`src/rtl/mul_div_unit.sv`:
```
// Iterative 16-cycle unsigned multiply / restoring divide unit fed by the register file read ports.
// Define SIGNED_OPS_EN to enable signed MUL (op=10) and signed DIV (op=11); otherwise those ops are reserved.
module mul_div_unit #(
   parameter int DW = 16
) (
   input  logic          clk,
   input  logic          reset,
   input  logic          start,
   input  logic [1:0]    op,
   input  logic [DW-1:0] R,
   input  logic [DW-1:0] S,
   output logic          busy,
   output logic          done,
   output logic [DW-1:0] Y_hi,
   output logic [DW-1:0] Y_lo,
   output logic          div_by_zero
);

   localparam int CW = $clog2(DW);

   typedef enum logic [1:0] {IDLE, CALC, DONE} state_t;

   state_t          state, next_state;
   logic [DW-1:0]   opa, opb;
   logic [2*DW-1:0] acc, step;
   logic [CW-1:0]   count;
   logic            is_div;
   logic            op_valid, div_zero, last_iter;
   logic [DW-1:0]   a_mag, b_mag;
   logic [DW:0]     mul_sum, rem_sh, trial;
   logic [DW-1:0]   res_hi, res_lo;
`ifdef SIGNED_OPS_EN
   logic            neg_q, neg_r;
`endif

   // Signed ops run on magnitudes through the unsigned datapath; signs are restored at load.
   always_comb begin
      op_valid = 1'b1;
      a_mag    = R;
      b_mag    = S;
`ifdef SIGNED_OPS_EN
      if (op[1] && R[DW-1]) a_mag = -R;
      if (op[1] && S[DW-1]) b_mag = -S;
`else
      op_valid = !op[1];
`endif
      div_zero  = op[0] && (S == '0);
      last_iter = (count == CW'(DW - 1));
   end

   always_comb begin
      next_state = state;
      case (state)
         IDLE: if (start) next_state = (!op_valid || div_zero) ? DONE : CALC;
         CALC: if (last_iter) next_state = DONE;
         DONE: next_state = IDLE;
         default: next_state = IDLE;
      endcase
   end

   assign busy = (state != IDLE);
   assign done = (state == DONE);

   // acc holds {partial product, multiplier} for MUL and {remainder, quotient} for DIV.
   always_comb begin
      mul_sum = {1'b0, acc[2*DW-1:DW]} + (acc[0] ? {1'b0, opa} : '0);
      rem_sh  = acc[2*DW-1:DW-1];
      trial   = rem_sh - {1'b0, opb};
      if (is_div) begin
         if (trial[DW]) step = {rem_sh[DW-1:0], acc[DW-2:0], 1'b0};
         else           step = {trial[DW-1:0], acc[DW-2:0], 1'b1};
      end else begin
         step = {mul_sum, acc[DW-1:1]};
      end
   end

   always_comb begin
      res_hi = step[2*DW-1:DW];
      res_lo = step[DW-1:0];
`ifdef SIGNED_OPS_EN
      if (is_div) begin
         if (neg_r) res_hi = -step[2*DW-1:DW];
         if (neg_q) res_lo = -step[DW-1:0];
      end else if (neg_q) begin
         {res_hi, res_lo} = -step;
      end
`endif
   end

   always_ff @(posedge clk) begin
      if (reset) state <= IDLE;
      else       state <= next_state;
   end

   always_ff @(posedge clk) begin
      if (reset) begin
         opa         <= '0;
         opb         <= '0;
         acc         <= '0;
         count       <= '0;
         is_div      <= 1'b0;
         Y_hi        <= '0;
         Y_lo        <= '0;
         div_by_zero <= 1'b0;
`ifdef SIGNED_OPS_EN
         neg_q       <= 1'b0;
         neg_r       <= 1'b0;
`endif
      end else begin
         case (state)
            IDLE: if (start) begin
               opa         <= a_mag;
               opb         <= b_mag;
               acc         <= {{DW{1'b0}}, (op[0] ? a_mag : b_mag)};
               count       <= '0;
               is_div      <= op[0];
               div_by_zero <= 1'b0;
`ifdef SIGNED_OPS_EN
               neg_q       <= op[1] & (R[DW-1] ^ S[DW-1]);
               neg_r       <= op[1] & R[DW-1];
`endif
               if (!op_valid) begin
                  Y_hi <= '0;
                  Y_lo <= '0;
               end else if (div_zero) begin
                  Y_hi        <= R;
                  Y_lo        <= '1;
                  div_by_zero <= 1'b1;
               end
            end
            CALC: begin
               acc   <= step;
               count <= count + 1'b1;
               if (last_iter) begin
                  Y_hi <= res_hi;
                  Y_lo <= res_lo;
               end
            end
            default: ;
         endcase
      end
   end

endmodule
```
`config.mk`:
```
export PLATFORM = sky130hd
export DESIGN_NAME = mul_div_unit
export DESIGN_NICKNAME = d
export VERILOG_FILES = /design/src/rtl/mul_div_unit.sv
export SDC_FILE = /design/constraint.sdc
export NUM_CORES = 1
export LEC_CHECK = 0
export CORE_UTILIZATION = 55
export CTS_CLUSTER_SIZE = 28
export DETAILED_ROUTE_END_ITERATION = 16
export HOLD_SLACK_MARGIN = 0.03
export PLACE_DENSITY = 0.78
export RECOVER_POWER = 25
export SLEW_MARGIN = 20
export SYNTH_ARGS = -nofsm -noshare
export SYNTH_HDL_FRONTEND = slang
export SYNTH_SLANG_ARGS = --single-unit
```
`constraint.sdc`:
```
create_clock -name clk -period 4.1 [get_ports clk]
set_input_delay 0.82 -clock clk [delete_from_list [all_inputs] [get_ports clk]]
set_output_delay 0.82 -clock clk [all_outputs]
set_load 0.01 [all_outputs]
```
# Word-level counts from Yosys, hierarchy flattened

Cells that the tools add are included.

Register bits after elaboration: 104
Bits of input ports: 37
Output and inout port bits: 35
Word-level logic and storage cells: 52

Add/subtract/negate cells: 3
Eq/ne operators: 6
Muxes and demuxes: 24
Reductions and logical operators: 10

Operators by type and width:

| kind                                           | number |
|---|---|
| 2-to-1 mux 16 bit                              | 10 |
| 2-to-1 mux 32 bit                              | 3 |
| case mux 16 bit (2 select lines)               | 2 |
| case mux 32 bit (2 select lines)               | 1 |
| adder 16 x 16 -> 17 bit                        | 1 |
| subtractor 17 x 16 -> 17 bit                   | 1 |
| logical NOT 16 bit                             | 1 |
| case mux 4 bit (2 select lines)                | 1 |
| 2-to-1 mux 2 bit                               | 3 |
| AND reduction 2 bit                            | 3 |
| adder 4 x 1 -> 4 bit (second input constant)   | 1 |
| == test 4 bit (second input constant)          | 1 |
| 2-to-1 mux 4 bit                               | 1 |
| inequality test 2 bit (second input constant)  | 2 |
| case mux 2 bit (2 select lines)                | 1 |
| AND reduction 4 bit                            | 1 |
| nonzero test 2 bit                             | 2 |
| inequality test 3 bit (second input constant)  | 1 |
| == test 2 x 1 -> 1 bit (second input constant) | 1 |
| == test 2 bit (second input constant)          | 1 |
| logical NOT 2 bit                              | 1 |
| 2-to-1 mux 1 bit                               | 2 |
| logical AND 1 bit                              | 1 |
| logical OR 1 bit                               | 1 |

# Depth between registers and ports, before layout

Gate-level depths: netlist (run 1).

Word-level depth: 6
Gate-level depth with buffers: 13
Mapped depth without buffers: 12

# Worst setup path before layout (run 1)

Ideal clock, no wire load.

Path kind: register -> register
From: register acc[15]
To: register Y_hi[8]
Setup time: 0.132 ns
Arrival: 2.524 ns
Data required time: 3.968 ns
Setup slack: 1.443 ns
Stages on the path, launching flop included: 14
Path buffers: 1
Period minus slack after synthesis: 2.657 ns
Cells stage by stage: dfxtp_1 inv_1 ha_1 inv_1 fa_1 a211oi_1 o21ai_2 o21ai_2 o31a_1 o211ai_2 buf_6 mux2_1 a22oi_1 a211oi_1

Word-level cells in the longest chain between the ends: 5

Ends and longest elaborated chain:

| element                          | RTL line | text |
|---|---|---|
| from (decl)                      | 25       | `logic [2*DW-1:0] acc, step;` |
| from (signal assigned)           | 114      | `acc <= {{DW{1'b0}}, (op[0] ? a_mag : b_mag)};` |
| from (signal assigned)           | 132      | `acc <= step;` |
| subtractor 17 x 16 -> 17 bit     | 68       | `trial = rem_sh - {1'b0, opb};` |
| 2-to-1 mux 32 bit                | 70       | `if (trial[DW]) step = {rem_sh[DW-1:0], acc[DW-2:0], 1'b0};` |
| 2-to-1 mux 32 bit                | 69       | `if (is_div) begin` |
| 2-to-1 mux 16 bit                | 134      | `if (last_iter) begin` |
| case mux 16 bit (2 select lines) | 110      | `case (state)` |
| to (signal assigned)             | 135      | `Y_hi <= res_hi;` |
| to (decl)                        | 14       | `output logic [DW-1:0] Y_hi,` |

No other way between the ends. The select of a mux whose other input is x is not followed.
A chain may end at the register's enable or synchronous reset.

# Worst setup path after layout (run 1)

From: register acc[0]
To: register Y_hi[14]

Word-level cells in the longest chain between the ends: 5

Ends and longest elaborated chain:

| element                          | RTL line | text |
|---|---|---|
| 2-to-1 mux 16 bit                | 66       | `mul_sum = {1'b0, acc[2*DW-1:DW]} + (acc[0] ? {1'b0, opa} : '0);` |
| adder 16 x 16 -> 17 bit          | 66       |  |
| 2-to-1 mux 32 bit                | 69       |  |
| 2-to-1 mux 16 bit                | 134      |  |
| case mux 16 bit (2 select lines) | 110      |  |

No other way between the ends. The select of a mux whose other input is x is not followed.

==> impl_metrics.json, run 1 <==
{
  "drc": 0,
  "die_w_um": 109.5,
  "power_density_mw_per_mm2": 373.4,
  "clock_path_buffers": 2,
  "viasPerCell": 6.014,
  "slew_headroom": -0.3094,
  "internal-power_uw": 1875,
  "grt_first_pass_wirelength_um": 28360,
  "seqPwrFrac": 0.415,
  "core_area_mm2": 0.01103,
  "antenna_found_initial": 0,
  "cts_tree": "yes",
  "met1_usage": 0.3940,
  "dr.first_iter.drc_count": 355,
  "die_h_um": 109.5,
  "cellLeakagePower_uw": 0.003056,
  "synth_fp_nets": 891,
  "yosys_register_bits": 104,
  "grtUsageMet2": 0.4996,
  "arrival_ns": 3.71,
  "max_clock_freq_mhz": 290.6,
  "synth_fa_ha_area_frac": 0.07123,
  "fin_tns_setup_ns": 0,
  "layout-drive-gt1-share": 0.07309,
  "grt_max_degree": 105,
  "cap_violations": 1,
  "switching_share": 0.3201,
  "fp-row-count": 38,
  "synth_top_family_by_area": "compound AO/OA/AOI/OAI gates",
  "final_nets": 929,
  "hp-class": "flop to flop",
  "synth_top_area_frac": 0.3274,
  "setup_viol": 0,
  "syn_inst": 819,
  "status": "finished, violations left",
  "worst_slew_pin_slew_ns": 1.964,
  "pwr-share-clk": 0.318,
  "peakVddDrop_mv": 0.1933,
  "areaGrowthSynthToFinish_pct": 16.16,
  "cts_sinks": 104,
  "wire_per_inst_um": 17.58,
  "clock_skew_ns": 0.005736,
  "die-area_mm2": 0.01199,
  "dp_hpwl_um": 12580,
  "yosysSeqAreaShare": 0.3274,
  "dr_total_vias": 6026,
  "fin_crit_ns": 3.441,
  "post-route-util": 0.6696,
  "synth_mux_area_frac": 0.07320,
  "synth-simple-area-share": 0.2050,
  "synth_edf_count": 0,
  "cp-end-kind": "flop",
  "combPwrFrac": 0.267,
  "diodes": 0,
  "grt_usage": 0.3066,
  "cts_root_buf": "clkbuf_16",
  "busiest_layer": "met2",
  "cts_buffers": 9,
  "clk_latency_ns": 0.35,
  "clkTransAtPathRegs_ns": 0.07,
  "rsz0062_at_grt": "false",
  "io_pins": 72,
  "routed_wl_um": 17610,
  "violations": "max-capacitance violations, max-slew violations",
  "required_ns": 4.37,
  "globalRouteMet3Util": 0.05276,
  "synth.distinct_cells": 64,
  "fin_total_pwr_uw": 2758,
  "cts.repair.resized": 0,
  "synth_area_mm2": 0.006359,
  "grt-ovfl-total": 0,
  "start_util": 0.5765,
  "h-tree-depth": 3,
  "async_flop_share": 0,
  "critical_path_peak_fanout": 18,
  "port_buffers": 71,
  "period_share": 0.8394,
  "fillers": 933,
  "cts_setup_buffers": 0,
  "synth_most_common_cell": "nand2_1",
  "synth_compound_area_frac": 0.2377,
  "place_congestion": 0.9177,
  "hold_violations": 0,
  "multiInputGateArea_mm2": 0.003966,
  "yosys_most_used_dff": "dfxtp_1",
  "p_sw_uw": 882.8,
  "synthXorXnorAreaFrac": 0.03444,
  "yosys-top-cells-count": "132 x nand2_1, 117 x a21oi_1, 104 x dfxtp_1, 75 x nor2_1, 40 x clkbuf_1",
  "finalMaxSlewViolations": 42,
  "synth.avg_cell_area_um2": 7.764,
  "critPathKind": "flop to flop",
  "yosysWarnings": 0,
  "crit_path_start_kind": "flop",
  "yosys.area.top_type": "dfxtp_1",
  "hold_buffers": 0,
  "netlist_top_cells_area": "dfxtp_1 33%, a21oi_1 9.2%, nand2_1 7.8%",
  "seq_area_mm2": 0.002082,
  "grt_pass1_vias": 5781,
  "ant_nets": 0,
  "dr.pass1.iters": 6
}
-- kinds of logic after synthesis --
| family | Yosys count |
|---|---|
| AO/OA/AOI/OAI | 240 |
| XOR/XNOR | 25 |
| adder cells (fa/ha/maj) | 35 |
| buffers and inverters | 78 |
| flip-flops | 104 |
| multiplexers | 44 |
| AND/OR/NAND/NOR | 293 |
-- critical path, cell delays in order (launching register included) --
cell       delay (ns)
dfxtp_1          0.75
and2_1           0.22
ha_1             0.30
a2111oi_2        0.43
o21ai_0          0.32
a32o_1           0.32
nor2_1           0.22
a21oi_1          0.14
xnor2_1          0.14
a221o_1          0.35
a211oi_2         0.17
-- registers in the layout, indices dropped and copies added, names as in the netlist --
name and cells:
state 2, opa 16, Y_hi 16, acc 32, div_by_zero 1, count 4, is_div 1, opb 16
Y_lo 16
-- metal layers --
layer,vias to the layer above,share of wire
li1,2951,-
met4,0,0.035
met3,49,0.075
met1,2792,0.43
met5,-,0
met2,234,0.46
-- worst paths after layout --
path         depth (start not counted)        to   start  slack (ns)
min                                  2    opa[6]  opa[6]        0.45
min reg2reg                          2    opa[6]  opa[6]        0.45
max                                 10  Y_hi[14]  acc[0]        0.66
max reg2reg                         10  Y_hi[14]  acc[0]        0.66
-- through the flow --
step | hold slack, ns | cell area (um^2) | instances | setup slack (ns)
final | 0.4527 | 7386 | 1002 | 0.6587
after global routing | 0.4663 | 7386 | 1002 | 0.4509
after CTS | 0.4536 | 7388 | 1002 | 0.4510
after detailed placement | 0.4439 | 7092 | 986 | 0.4419
after global placement | 0.4394 | 7092 | 986 | 0.5685
after floorplan | 0.4317 | 6359 | 819 | 1.443
-- cells in the final DEF (no fill, tap or decap), drive strengths merged, types with 4 or more instances in the layout --
cell | netlist | final
nand3 | 6 | 6
clkbuf | 40 | 10
mux2 | 20 | 20
ha | 33 | 33
a22oi | 5 | 5
dfxtp | 104 | 104
a21oi | 119 | 119
o21a | 8 | 8
o21ai | 26 | 26
dlygate4sd3 | 0 | 25
a31oi | 8 | 8
a211oi | 16 | 16
mux2i | 24 | 24
xnor2 | 18 | 18
a21o | 10 | 10
clkinv | 0 | 5
xor2 | 7 | 7
nor2b | 4 | 4
nor2 | 75 | 75
clkdlybuf4s50 | 0 | 45
nand2b | 6 | 6
and2 | 19 | 19
nor3 | 25 | 25
and3 | 6 | 6
nand2 | 132 | 132
o211ai | 26 | 26
buf | 13 | 9
inv | 25 | 26
or3 | 4 | 4
-- area by class of cell --
class / instances / share of cell area
clock buffers: 9 / 0.03049
repair buffers: 80 / 0.1045
clock inverters: 7 / 0.009656
flip-flops and latches: 104 / 0.2819
multi-input cells: 637 / 0.5370
inverters: 25 / 0.01271
well taps: 140 / 0.02372
-- power groups by stage --
stage          Sequential [uW]  Combinational, uW  Clock (uW)
4_1_cts                   1150                736         880
6_report                  1150                736         876
3_3_place_gp              1160                715           0
5_1_grt                   1160                802         922
2_1_floorplan             1160                505           0
3_5_place_dp              1170                729           0
(Power assumes the default switching activity.)
==> inputs of run 2 (changes only) <==
clock period = 3.51 ns   (was 4.1 ns; I/O delays follow)
==> run 2 against run 1 <==
  * The run still ends with max-capacitance violations, max-slew violations left
  * Clock power increased by 24%
  * Largest cell class unchanged
  * Critical path type unchanged
  * Clock-buffer cell count unchanged
  * Non-clock buffer count is 7 higher
  * Die area stayed put
  * Hold slack better by 0.00054 ns
==> impl_metrics.json, run 2 (synthesis results as in run 1) <==
{
  "status": "finished, violations left",
  "violations": "max-capacitance violations, max-slew violations",
  "period_share": 0.9604,
  "fin_crit_ns": 3.371,
  "cap_violations": 2,
  "wire_per_inst_um": 18.06,
  "dr_total_vias": 6234,
  "dp_cells": 993,
  "critPathKind": "flop to flop",
  "fp-row-count": 38,
  "diodes": 0,
  "die_w_um": 109.5,
  "layout_common_cells": "132 x nand2_1, 117 x a21oi_1, 104 x dfxtp_1, 74 x nor2_1, 51 x clkdlybuf4s50_1",
  "seq_area_mm2": 0.002082,
  "layout-drive-gt1-share": 0.08170,
  "clock_skew_ns": 0.008529,
  "hp-class": "flop to flop",
  "setup_viol": 0,
  "final_common_cell": "nand2_1",
  "fin_cells": 1009,
  "slowest_delay_ns": 0.74,
  "fin_total_pwr_uw": 3313,
  "hold_violations": 0,
  "cellLeakagePower_uw": 0.003075,
  "clock_path_buffers": 2,
  "grt_pass1_vias": 5892,
  "final_nets": 936,
  "post-place-ws_ns": 0.1835,
  "rrSetupSlack_ns": 0.14,
  "h-tree-depth": 3,
  "peakVddDrop_mv": 0.2230,
  "fin_tns_setup_ns": 0,
  "start_util": 0.5765,
  "io_pins": 72,
  "viasPerCell": 6.178,
  "die_h_um": 109.5,
  "grt_max_degree": 66,
  "finalMaxSlewViolations": 79,
  "grt_usage": 0.3165,
  "clkTransAtPathRegs_ns": 0.07,
  "cts_sinks": 104,
  "cts_buffers": 9,
  "grt-ovfl-total": 0,
  "cts_root_buf": "clkbuf_16",
  "port_buffers": 71,
  "largest_register": "acc",
  "required_ns": 3.79,
  "rsz0062_at_grt": "false",
  "crit_path_start_kind": "flop",
  "antenna_found_initial": 0,
  "core_area_mm2": 0.01103,
  "areaGrowthSynthToFinish_pct": 17.34,
  "grt_first_pass_wirelength_um": 29340,
  "multiInputGateArea_mm2": 0.003970,
  "largest_reg_flops": 32,
  "worst_slew_pin_slew_ns": 1.977,
  "setup_ws_ns": 0.1390,
  "arrival_ns": 3.65,
  "die-area_mm2": 0.01199,
  "clk_latency_ns": 0.35,
  "cp_top_family": "compound AO/OA/AOI/OAI gates",
  "dr.pass1.iters": 6,
  "drc": 0,
  "cts_tree": "yes",
  "dp_hpwl_um": 13270,
  "fillers": 926,
  "ant_nets": 0,
  "place_congestion": 0.9700,
  "cp-end-kind": "flop",
  "slew_headroom": -0.3181,
  "dr.first_iter.drc_count": 529,
  "cp_slowest_cell": "dfxtp_1",
  "crit_path_cell_trace": "and2_1, ha_1, a2111oi_2, o21ai_0, a32o_1, nor2_1, a21oi_1, xnor2_1, a221o_1, a211oi_2",
  "path_buf_inv": 0,
  "critical_path_peak_fanout": 18,
  "max_clock_freq_mhz": 296.6,
  "routed_wl_um": 18220,
  "power_density_mw_per_mm2": 444.1
}
[run 2: cell count changes in the layout (fill, tap and decap cells not counted), moves of 2 or more]
cell,before,now
dlygate4sd3_1,25,19
buf_4,9,15
clkdlybuf4s50_1,45,51
clkinv_4,2,0
clkinvlp_4,0,2
[run 2: worst min-delay path, cell delays in order (launching register included)]
cell     delay [ns]
dfxtp_1        0.31
nand2_1        0.05
a21oi_1        0.05
[run 2: worst paths after layout]
check                           cells past startpoint  endpoint    from
worst min register to register                      2    opa[7]  opa[7]
worst max-delay path                               10  Y_hi[14]  acc[0]
worst min-delay path                                2    opa[7]  opa[7]
worst max register to register                     10  Y_hi[14]  acc[0]
[run 2: area by class of cell]
| cell class | count | area share |
|---|---|---|
| clock inverter | 7 | 0.01258 |
| inverter | 25 | 0.01258 |
| clock buffer | 9 | 0.03019 |
| tap | 140 | 0.02348 |
| multi-input combinational | 637 | 0.5321 |
| sequential | 104 | 0.2791 |
| timing repair buffer | 87 | 0.1100 |
[run 2: stage by stage]
stage	utilization	hold WS, ns	area (um^2)
final	0.6764	0.4532	7461
after global routing	0.6764	0.4775	7461
after CTS	0.6766	0.4531	7463
after detailed placement	0.6477	0.4431	7144
after global placement	0.6477	0.4387	7144
after floorplan	-	0.4317	6359
[run 2: what timing repair did]
item | in CTS | in global routing
resized for setup | 0 | 1
buffers inserted | 0 | 0
hold buffers | 0 | 0
endpoints found under the setup margin | 0 | 2
[run 2: power breakdown]
group	switching, uW	internal, uW	leakage, uW
clock	463	625	0.000152
sequential	68.5	1270	0.000852
combinational	508	378	0.00207
[run 2: metal layers]
layer  routed length (um)  GRT usage  part of all wire
met1                 7880     0.4095              0.43
met2                 8505     0.5261              0.47
met3                 1223    0.04861             0.067
met4                  614     0.1305             0.034
met5                    0          0                 0
